### config.mk
export PLATFORM = sky130hd
export DESIGN_NAME = ddr3_burst_scheduler
export DESIGN_NICKNAME = d
export VERILOG_FILES = /design/src/rtl/ddr3_burst_scheduler.sv
export SDC_FILE = /design/constraint.sdc
export NUM_CORES = 1
export LEC_CHECK = 0
export CORE_ASPECT_RATIO = 0.5
export CORE_UTILIZATION = 25
export DETAILED_ROUTE_END_ITERATION = 7
export PLACE_DENSITY = 0.46
export SLEW_MARGIN = 0
export SYNTH_ARGS = -nofsm -noshare
export SYNTH_HDL_FRONTEND = slang
export SYNTH_SLANG_ARGS = --single-unit
export TNS_END_PERCENT = 10
### constraint.sdc
create_clock -name clk -period 3.95 [get_ports clk]
set_input_delay 0.395 -clock clk [delete_from_list [all_inputs] [get_ports clk]]
set_output_delay 0.395 -clock clk [all_outputs]
set_load 0.01 [all_outputs]
### src/rtl/ddr3_burst_scheduler.sv
// ddr3_burst_scheduler
//   Shares one MIG AXI4 slave between the write path (wrfifo -> DDR3) and the
//   read path (DDR3 -> rdfifo). It watches the FIFO fill levels and grants
//   whole bursts with round-robin fairness. It also produces the byte address
//   of each burst and wraps each channel's window between BEGIN and its END
//   input. At most one burst is outstanding at a time.
//
// Ports
//   clk            ui_clk from MIG, the only clock domain
//   reset          synchronous, active-high
//   wr_addr_end    write window end byte address (exclusive), quasi-static
//   rd_addr_end    read window end byte address (exclusive), quasi-static
//   wr_fifo_beats  beats readable from wrfifo
//   rd_fifo_beats  beats stored in rdfifo
//   wr_clr/rd_clr  pulse: restart that channel's window at its BEGIN
//   wr_start       1-cycle pulse: write engine starts a burst at wr_addr
//   wr_addr        write burst byte address, stable from wr_start to wr_done
//   wr_done        1-cycle pulse from write engine: burst finished
//   rd_start       1-cycle pulse: read engine starts a burst at rd_addr
//   rd_addr        read burst byte address, stable from rd_start to rd_done
//   rd_done        1-cycle pulse from read engine: burst finished
//   busy           high while a burst is in ISSUE or WAIT
//
// State table
//   S_IDLE     | no burst outstanding, arbitrating between channels
//   S_WR_ISSUE | wr_start asserted for this single cycle
//   S_WR_WAIT  | write burst in flight, waiting for wr_done
//   S_RD_ISSUE | rd_start asserted for this single cycle
//   S_RD_WAIT  | read burst in flight, waiting for rd_done

module ddr3_burst_scheduler #(
  parameter int AXI_ADDR_WIDTH = 30,
  parameter int AXI_DATA_WIDTH = 128,
  parameter int BURST_LEN      = 32,
  parameter logic [AXI_ADDR_WIDTH-1:0] WR_ADDR_BEGIN = '0,
  parameter logic [AXI_ADDR_WIDTH-1:0] RD_ADDR_BEGIN = '0,
  parameter int RD_FIFO_BEATS  = 256
) (
  input  logic                      clk,
  input  logic                      reset,
  input  logic [23:0]               wr_addr_end,
  input  logic [23:0]               rd_addr_end,
  input  logic [15:0]               wr_fifo_beats,
  input  logic [15:0]               rd_fifo_beats,
  input  logic                      wr_clr,
  input  logic                      rd_clr,
  output logic                      wr_start,
  output logic [AXI_ADDR_WIDTH-1:0] wr_addr,
  input  logic                      wr_done,
  output logic                      rd_start,
  output logic [AXI_ADDR_WIDTH-1:0] rd_addr,
  input  logic                      rd_done,
  output logic                      busy
);

  localparam int BURST_BYTES = BURST_LEN * AXI_DATA_WIDTH / 8;
  // Two guard bits so addr + 2*BURST_BYTES can never overflow the compare.
  localparam int CW = AXI_ADDR_WIDTH + 2;
  localparam logic [CW-1:0] BURST_BYTES_C   = CW'(BURST_BYTES);
  localparam logic [16:0]   BURST_LEN_C     = 17'(BURST_LEN);
  localparam logic [16:0]   RD_FIFO_BEATS_C = 17'(RD_FIFO_BEATS);

  typedef enum logic [2:0] {
    S_IDLE,
    S_WR_ISSUE,
    S_WR_WAIT,
    S_RD_ISSUE,
    S_RD_WAIT
  } state_t;

  state_t state, state_next;

  logic        last_grant_rd;   // 1: read was granted last, so write wins a tie
  logic        wr_clr_pend;
  logic        rd_clr_pend;
  logic [16:0] rd_level;
  logic [16:0] rd_free;
  logic        wr_ok;
  logic        rd_ok;
  logic        wr_in_burst;
  logic        rd_in_burst;
  logic        wr_fin;
  logic        rd_fin;

  // Next burst address: wraps to BEGIN when the following burst would cross END.
  function automatic logic [AXI_ADDR_WIDTH-1:0] advance_addr(
    input logic [AXI_ADDR_WIDTH-1:0] addr,
    input logic [23:0]               end_addr,
    input logic [AXI_ADDR_WIDTH-1:0] begin_addr
  );
    logic [CW-1:0] nxt;
    nxt = {2'b00, addr} + BURST_BYTES_C;
    if ((nxt + BURST_BYTES_C) > CW'(end_addr))
      return begin_addr;
    else
      return nxt[AXI_ADDR_WIDTH-1:0];
  endfunction

  // An over-reported rdfifo level counts as no free space at all.
  assign rd_level = {1'b0, rd_fifo_beats};
  assign rd_free  = (rd_level > RD_FIFO_BEATS_C) ? 17'd0 : (RD_FIFO_BEATS_C - rd_level);

  assign wr_ok = ({1'b0, wr_fifo_beats} >= BURST_LEN_C) && !wr_clr;
  assign rd_ok = (rd_free >= BURST_LEN_C) && !rd_clr;

  assign wr_in_burst = (state == S_WR_ISSUE) || (state == S_WR_WAIT);
  assign rd_in_burst = (state == S_RD_ISSUE) || (state == S_RD_WAIT);
  assign wr_fin      = (state == S_WR_WAIT) && wr_done;
  assign rd_fin      = (state == S_RD_WAIT) && rd_done;

  always_ff @(posedge clk) begin
    if (reset)
      state <= S_IDLE;
    else
      state <= state_next;
  end

  always_comb begin
    state_next = state;
    case (state)
      S_IDLE: begin
        if (wr_ok && (!rd_ok || last_grant_rd))
          state_next = S_WR_ISSUE;
        else if (rd_ok && (!wr_ok || !last_grant_rd))
          state_next = S_RD_ISSUE;
      end
      S_WR_ISSUE: state_next = S_WR_WAIT;
      S_WR_WAIT:  if (wr_done) state_next = S_IDLE;
      S_RD_ISSUE: state_next = S_RD_WAIT;
      S_RD_WAIT:  if (rd_done) state_next = S_IDLE;
      default:    state_next = S_IDLE;
    endcase
  end

  // Outputs are registered from the next state so each start pulse lines up
  // exactly with its ISSUE state.
  always_ff @(posedge clk) begin
    if (reset) begin
      wr_start      <= 1'b0;
      rd_start      <= 1'b0;
      busy          <= 1'b0;
      last_grant_rd <= 1'b1;
      wr_addr       <= WR_ADDR_BEGIN;
      rd_addr       <= RD_ADDR_BEGIN;
      wr_clr_pend   <= 1'b0;
      rd_clr_pend   <= 1'b0;
    end else begin
      wr_start <= (state_next == S_WR_ISSUE);
      rd_start <= (state_next == S_RD_ISSUE);
      busy     <= (state_next != S_IDLE);

      if (state == S_WR_ISSUE)
        last_grant_rd <= 1'b0;
      else if (state == S_RD_ISSUE)
        last_grant_rd <= 1'b1;

      // A clear during the channel's own burst is deferred so the address the
      // engine is using stays stable until done.
      if (wr_fin) begin
        if (wr_clr || wr_clr_pend)
          wr_addr <= WR_ADDR_BEGIN;
        else
          wr_addr <= advance_addr(wr_addr, wr_addr_end, WR_ADDR_BEGIN);
        wr_clr_pend <= 1'b0;
      end else if (wr_clr) begin
        if (wr_in_burst)
          wr_clr_pend <= 1'b1;
        else
          wr_addr <= WR_ADDR_BEGIN;
      end

      if (rd_fin) begin
        if (rd_clr || rd_clr_pend)
          rd_addr <= RD_ADDR_BEGIN;
        else
          rd_addr <= advance_addr(rd_addr, rd_addr_end, RD_ADDR_BEGIN);
        rd_clr_pend <= 1'b0;
      end else if (rd_clr) begin
        if (rd_in_burst)
          rd_clr_pend <= 1'b1;
        else
          rd_addr <= RD_ADDR_BEGIN;
      end
    end
  end

endmodule

== Word-level counts from Yosys, hierarchy flattened ==
Index checks and enable logic that the tools add are counted.

* Multiply operators: 0
* Shift operators: 0
* Bitwise operators: 0
* Reduce and logical (&&, ||, !) cells: 28
* Equality and inequality tests: 8
* Div/mod/pow operators: 0
* Mux-type cells: 18
* Order comparisons: 5
* Add/sub/neg operators: 5

{| class="wikitable"
|+ Operators by type and width
! cell !! count
|-
| 30-bit 2-to-1 mux || 10
|-
| 31-bit by 10-bit adder with 32-bit output (second input constant) || 2
|-
| 32-bit by 24-bit greater-than comparator with 1-bit output || 2
|-
| 30-bit by 10-bit adder with 31-bit output (second input constant) || 2
|-
| 17-bit by 6-bit greater-or-equal comparator with 1-bit output (second input constant) || 1
|-
| 17-bit 2-to-1 mux || 1
|-
| 9-bit by 16-bit subtractor with 17-bit output (first input constant) || 1
|-
| 16-bit by 6-bit greater-or-equal comparator with 1-bit output (second input constant) || 1
|-
| 16-bit by 9-bit greater-than comparator with 1-bit output (second input constant) || 1
|-
| 3-bit case mux with 5 select lines || 1
|-
| 3-bit 2-to-1 mux || 4
|-
| 3-bit by 2-bit equality test with 1-bit output (second input constant) || 3
|-
| 2-bit AND reduction || 4
|-
| 3-bit by 1-bit equality test with 1-bit output (second input constant) || 2
|-
| 1-bit logical AND || 6
|-
| 1-bit logical OR || 6
|-
| 2-bit nonzero test || 3
|-
| 1-bit zero test || 5
|-
| 2-bit by 1-bit != test with 1-bit output (second input constant) || 2
|-
| 2-bit OR reduction || 2
|-
| 3-bit equality test (second input constant) || 1
|-
| 3-bit zero test || 1
|-
| 3-bit nonzero test || 1
|-
| 1-bit 2-to-1 mux || 2
|}

* Memories: 0
* Bits in latches: 0
* Memory bits (read-only): 0
* Flip-flop bits (word level): 69
* Memory bits (writable): 0
* Output and inout bits: 63
* Logic and storage cells: 73
* Bits of input ports: 86

== Logic depth before layout (Yosys ltp) ==
* Depth in word-level cells: 10
* Mapped depth: 21
* Mapped depth without buffers: 18

== Worst setup path after synthesis ==
Ideal clock, no wire load.

* Kind: register to register
* From: register rd_addr[10]
* To: register rd_addr[19]
* Slack: 134 ps
* Data required time: 3,893 ps
* Period minus slack after synthesis: 3,816 ps
* Arrival: 3,759 ps
* Stages on the path, launching flop included: 22
* Path through: dfxtp_1 > ha_1 > buf_4 > and4_1 > clkbuf_1 > a21oi_1 > nor2_1 > o22a_1 > nand2b_1 > nor3_1 > o21ba_2 > xor2_1 > ha_1 > nand4_1 > nor2_1 > nand4_1 > nor3_1 > o21ai_0 > or3_4 > buf_6 > nor3b_1 > a21o_1

* Cells in the longest elaborated chain, start to end: 6

{| class="wikitable"
|+ RTL lines
! element !! RTL line !! text
|-
| start, declared || 51 || <nowiki>output logic [AXI_ADDR_WIDTH-1:0] rd_addr,</nowiki>
|-
| start signal, assigned || 176 || <nowiki>rd_addr <= advance_addr(rd_addr, rd_addr_end, RD_ADDR_BEGIN);</nowiki>
|-
| 30-bit by 10-bit adder with 31-bit output (*) || 92 || <nowiki>nxt = {2'b00, addr} + BURST_BYTES_C;</nowiki>
|-
| 31-bit by 10-bit adder with 32-bit output || 93 || <nowiki>if ((nxt + BURST_BYTES_C) > CW'(end_addr))</nowiki>
|-
| 32-bit by 24-bit greater-than comparator with 1-bit output || 93 ||
|-
| 30-bit 2-to-1 mux (*) || 93 ||
|-
| 30-bit 2-to-1 mux (*) || 173 || <nowiki>if (rd_clr || rd_clr_pend)</nowiki>
|-
| 30-bit 2-to-1 mux (*) || 172 || <nowiki>if (rd_fin) begin</nowiki>
|}

Every way passes the cells marked *; elsewhere a longest branch is shown, timed or not.
A chain may end at the register's enable or synchronous reset.

== Final worst setup path ==
* From: register wr_addr[10]
* To: register wr_addr[20]

* Cells in the longest elaborated chain, start to end: 6

{| class="wikitable"
|+ RTL lines
! element !! RTL line !! text
|-
| start, declared || 48 || <nowiki>output logic [AXI_ADDR_WIDTH-1:0] wr_addr,</nowiki>
|-
| start signal, assigned || 163 || <nowiki>wr_addr <= advance_addr(wr_addr, wr_addr_end, WR_ADDR_BEGIN);</nowiki>
|-
| 30-bit by 10-bit adder with 31-bit output (*) || 92 ||
|-
| 31-bit by 10-bit adder with 32-bit output || 93 ||
|-
| 32-bit by 24-bit greater-than comparator with 1-bit output || 93 ||
|-
| 30-bit 2-to-1 mux (*) || 93 ||
|-
| 30-bit 2-to-1 mux (*) || 160 || <nowiki>if (wr_clr || wr_clr_pend)</nowiki>
|-
| 30-bit 2-to-1 mux (*) || 159 || <nowiki>if (wr_fin) begin</nowiki>
|}

Marks and branches as above.

==> qor_table.md <==
| Quantity | Value | Unit |
|:---|:---|:---|
| Data required, critical path | 4.20 | ns |
| Std-Cell Core Area | 19600 | um^2 |
| Share of the synthesized area in the top cell type | 0.202 | - |
| Adder-Cell Fraction of Synth Area | 0.0866 | - |
| Combinational fraction of design power | 0.155 | - |
| Top fanout value on the critical path | 6 | - |
| Non-filler instance count after layout | 1124 | - |
| Number of different library cells in the post-synthesis netlist | 78 | - |
| Via count of the first global-routing pass | 5000 | - |
| Number of nets in the layout | 978 | - |
| Fraction of registers with async set/reset | 0 | - |
| Clock root buffer master | sky130_fd_sc_hd__clkbuf_16 | - |
| Flop and latch count out of synthesis | 51 | - |
| Final critical path time including I/O delays and setup | 3.89 | ns |
| Design internal power | 865 | uW |
| Clock edge transition at the registers on the reported setup and hold paths | 0.08 | ns |
| Worst setup EP type | flop | - |
| Port Buf Inserts | 125 | - |
| Master of the slowest instance on the critical path | sky130_fd_sc_hd__dfxtp_4 | - |
| Routability cong. | 0.837 | - |
| Most area-hungry cell type in the Yosys netlist | sky130_fd_sc_hd__dfxtp_1 | - |
| Hold bufs inserted after CTS | 0 | - |
| Measured slew at the worst slew-check pin | 0.778 | ns |
| Mux cell area share after synthesis | 0.0131 | - |
| Antenna violations before repair | 0 | - |
| Delay of the slowest cell on the worst path | 0.38 | ns |
| Number of warning messages in the yosys log | 0 | - |
| Commonest register cell after synthesis | sky130_fd_sc_hd__dfxtp_1 | - |
| Leakage power | 0.00316 | uW |
| Main combinational cell family by area after synthesis | simple AND/OR/NAND/NOR gates | - |
| Final period util | 0.985 | - |
| Area fraction in compound gates after synthesis | 0.196 | - |
| Register share of total power | 0.447 | - |
| Series of cell instances along the critical path | buf_4 > buf_4 > and4_1 > buf_4 > o211ai_1 > a32o_1 > nand4_1 > xor2_1 > ha_1 > nand4_1 > nor2_2 > nand3_2 > nor4_2 > buf_4 > o221a_4 > and4b_4 > buf_6 > a21o_1 > a22o_1 | - |
| Number of enable-type register cells in the synthesized netlist | 0 | - |
| Number of max-cap violations | 0 | - |
| Crit path buf inv count | 5 | - |
| Number of vias after detailed routing | 5321 | - |
| Max clock buf depth | 2 | - |
| Netlist area before placement | 5060 | um^2 |
| Top cells by instance count after synthesis | 53 x sky130_fd_sc_hd__nand2_1, 51 x sky130_fd_sc_hd__dfxtp_1, 46 x sky130_fd_sc_hd__nor2_1, 43 x sky130_fd_sc_hd__inv_1, 36 x sky130_fd_sc_hd__xnor2_1 | - |
| DRC violation count after routing | 0 | - |
| Synth area leaders | sky130_fd_sc_hd__dfxtp_1 20%, sky130_fd_sc_hd__ha_1 8.7%, sky130_fd_sc_hd__xnor2_1 6.2% | - |
| Setup slack of the worst register-to-register path | 0.06 | ns |
| Total Routing Usage GR | 0.150 | - |
| Sequential element share of the synthesized area | 0.202 | - |
| Initial detailed-routing violation count | 221 | - |
| Count of mapped cells out of synthesis | 663 | - |
| Worst min path class | reg -> reg | - |
| Switching power total | 306 | uW |
| Unrepaired setup endpoints after global routing | yes | - |
| First-pass GRT wire length | 25.1 | mm |
| Relative max-transition margin | 0.480 | - |
| Layout Area Growth over Synthesis | 50.0 | % |
| Arrival @ worst endpoint | 4.14 | ns |
| Leftover overflow at the end of global routing | 0 | - |
| Width of the die | 203 | um |
| IO Pins | 149 | - |
| Per-cell via count in the routed design | 4.73 | - |
| Outcome | finished, final reports clean | - |
| Count of endpoints failing setup in the final report | 0 | - |
| IR drop worst, VDD | 0.000143 | V |
| Clock sink total | 51 | - |
| Avg Cell Area, Syn | 7.63 | um^2 |
| Power density relative to cell area | 154 | nW/um^2 |
| Clock insertion delay at the later pin of the skew report | 0.30 | ns |
| Leading cell type by number of instances after synthesis | sky130_fd_sc_hd__nand2_1 | - |
| Wire length reported by the detailed router | 15.8 | mm |
| Largest net degree at the start of global routing | 25 | - |
| Switch share | 0.261 | - |
| Cell total after placement | 1105 | - |
| Drt pass-1 iters | 4 | - |
| Layout cell share with drive strength beyond 1 | 0.225 | - |
| Area fraction in and, or, nand and nor cells after synthesis | 0.299 | - |
| TritonCTS clock tree | done | - |
| Area share of xor/xnor cells in the synthesized design | 0.0935 | - |
| Number of nets with antenna violations after routing | 0 | - |
| Htree depth | 2 | - |
| Max Clock Skew | 0.00575 | ns |
| Area of the die | 20800 | um^2 |
| Portion of total power attributed to the clock network | 0.398 | - |
| Initial Util | 0.257 | - |
| Number of buffers added by the clock tree synthesis step | 5 | - |
| Total chip power | 1170 | uW |
| Number of rows created at floorplan | 36 | - |
| Critical path's most frequent cell | sky130_fd_sc_hd__buf_4 | - |
| Delay-heaviest family, CP | simple AND/OR/NAND/NOR gates | - |
| HPWL after detailed placement | 12.3 | mm |
| Average detailed-routed wire length per instance | 14.1 | um |
| Startpoint types | flop | - |
| Antenna diode instance count | 0 | - |
| Die boundary height | 103 | um |
| Max-slew violations | 0 | - |
| Final count of hold timing violations | 0 | - |
| Crit Path Category | reg -> reg | - |
| FMAX | 257 | MHz |
[metal layers]
metal,GRT usage,wire length (um),up-vias
met5,0,0,-
met4,0.0376,260,0
met3,0.0250,570,20
met2,0.260,7410,86
met1,0.197,7560,2496
li1,-,-,2719
[worst paths after layout]
kind	startpoint	end	cells past startpoint
min reg2reg	rd_clr_pend	rd_clr_pend	1
max	wr_addr[10]	wr_addr[20]	19
min	rd_clr_pend	rd_clr_pend	1
max reg2reg	wr_addr[10]	wr_addr[20]	19
[flip-flops by register name (all words and copies together) (netlist names)]
register,flops
last_grant_rd,1
state,3
wr_start,1
rd_clr_pend,1
rd_start,1
wr_addr,21
busy,1
wr_clr_pend,1
rd_addr,21
[worst reg2reg max path, cell delays in order, from the launching register on]
cell and delay (ns):
sky130_fd_sc_hd__dfxtp_4 0.38, sky130_fd_sc_hd__buf_4 0.13, sky130_fd_sc_hd__buf_4 0.12, sky130_fd_sc_hd__and4_1 0.24
sky130_fd_sc_hd__buf_4 0.17, sky130_fd_sc_hd__o211ai_1 0.19, sky130_fd_sc_hd__a32o_1 0.26, sky130_fd_sc_hd__nand4_1 0.16
sky130_fd_sc_hd__xor2_1 0.19, sky130_fd_sc_hd__ha_1 0.33, sky130_fd_sc_hd__nand4_1 0.11, sky130_fd_sc_hd__nor2_2 0.16
sky130_fd_sc_hd__nand3_2 0.12, sky130_fd_sc_hd__nor4_2 0.29, sky130_fd_sc_hd__buf_4 0.16, sky130_fd_sc_hd__o221a_4 0.19
sky130_fd_sc_hd__and4b_4 0.30, sky130_fd_sc_hd__buf_6 0.14, sky130_fd_sc_hd__a21o_1 0.10, sky130_fd_sc_hd__a22o_1 0.10
[layout by cell type, fill, tap and decap left out, types with 16 or more instances in the layout]
cell type,synthesis,layout
sky130_fd_sc_hd__a21o_1,21,21
sky130_fd_sc_hd__a21oi_1,34,29
sky130_fd_sc_hd__buf_4,24,98
sky130_fd_sc_hd__clkdlybuf4s50_1,0,125
sky130_fd_sc_hd__conb_1,1,18
sky130_fd_sc_hd__dfxtp_1,51,47
sky130_fd_sc_hd__ha_1,35,33
sky130_fd_sc_hd__inv_1,43,43
sky130_fd_sc_hd__nand2_1,53,50
sky130_fd_sc_hd__nand3_1,21,18
sky130_fd_sc_hd__nand4_1,16,16
sky130_fd_sc_hd__nor2_1,46,43
sky130_fd_sc_hd__nor3_1,29,21
sky130_fd_sc_hd__o21ai_0,31,23
sky130_fd_sc_hd__xnor2_1,36,33
sky130_fd_sc_hd__xor2_1,18,17
[power by group through the flow]
stage               clock, uW  sequential [uW]  combinational (uW)
CTS                       481              525                 181
floorplan                   0              535                84.2
global route              500              525                 202
global placement            0              537                 177
detailed placement          0              537                 179
finish                    466              524                 182
[timing repair]
action / CTS / global route
endpoints found under the setup margin: 23 / 32
cloned: 2 / 0
setup buffers: 3 / 6
endpoints found under the hold margin: 0 / 0
pin swaps: 5 / 18
gates resized for setup: 23 / 54
[per-stage QoR]
| step | instance area [um^2] | utilization | hold slack [ns] | TNS, ns | setup slack (ns) |
|---|---|---|---|---|---|
| after floorplan | 5120 | - | 0.442 | 0 | 0.134 |
| after global placement | 7060 | 0.359 | 0.451 | -1.54 | -0.192 |
| after detailed placement | 7060 | 0.359 | 0.460 | -1.94 | -0.161 |
| after CTS | 7330 | 0.373 | 0.478 | 0 | 0.00285 |
| after global routing | 7590 | 0.386 | 0.497 | -2.33 | -0.228 |
| final | 7590 | 0.386 | 0.474 | 0 | 0.0597 |
[logic make-up after synthesis]
| kind of cell | count (synthesis) |
|---|---|
| compound gates | 148 |
| xor+xnor | 54 |
| fa+ha+maj | 35 |
| buf+inv | 106 |
| flops | 51 |
| mux | 6 |
| other cells | 1 |
| simple gates | 262 |
[final cells by class]
type / count / area, um^2
fill: 2068 / 12100
multi-input combinational: 525 / 3830
timing repair buffer: 231 / 2090
sequential: 51 / 1030
tap: 266 / 333
inverter: 43 / 161
clock buffer: 5 / 125
clock inverter: 3 / 23.8
(Power assumes the default switching activity.)
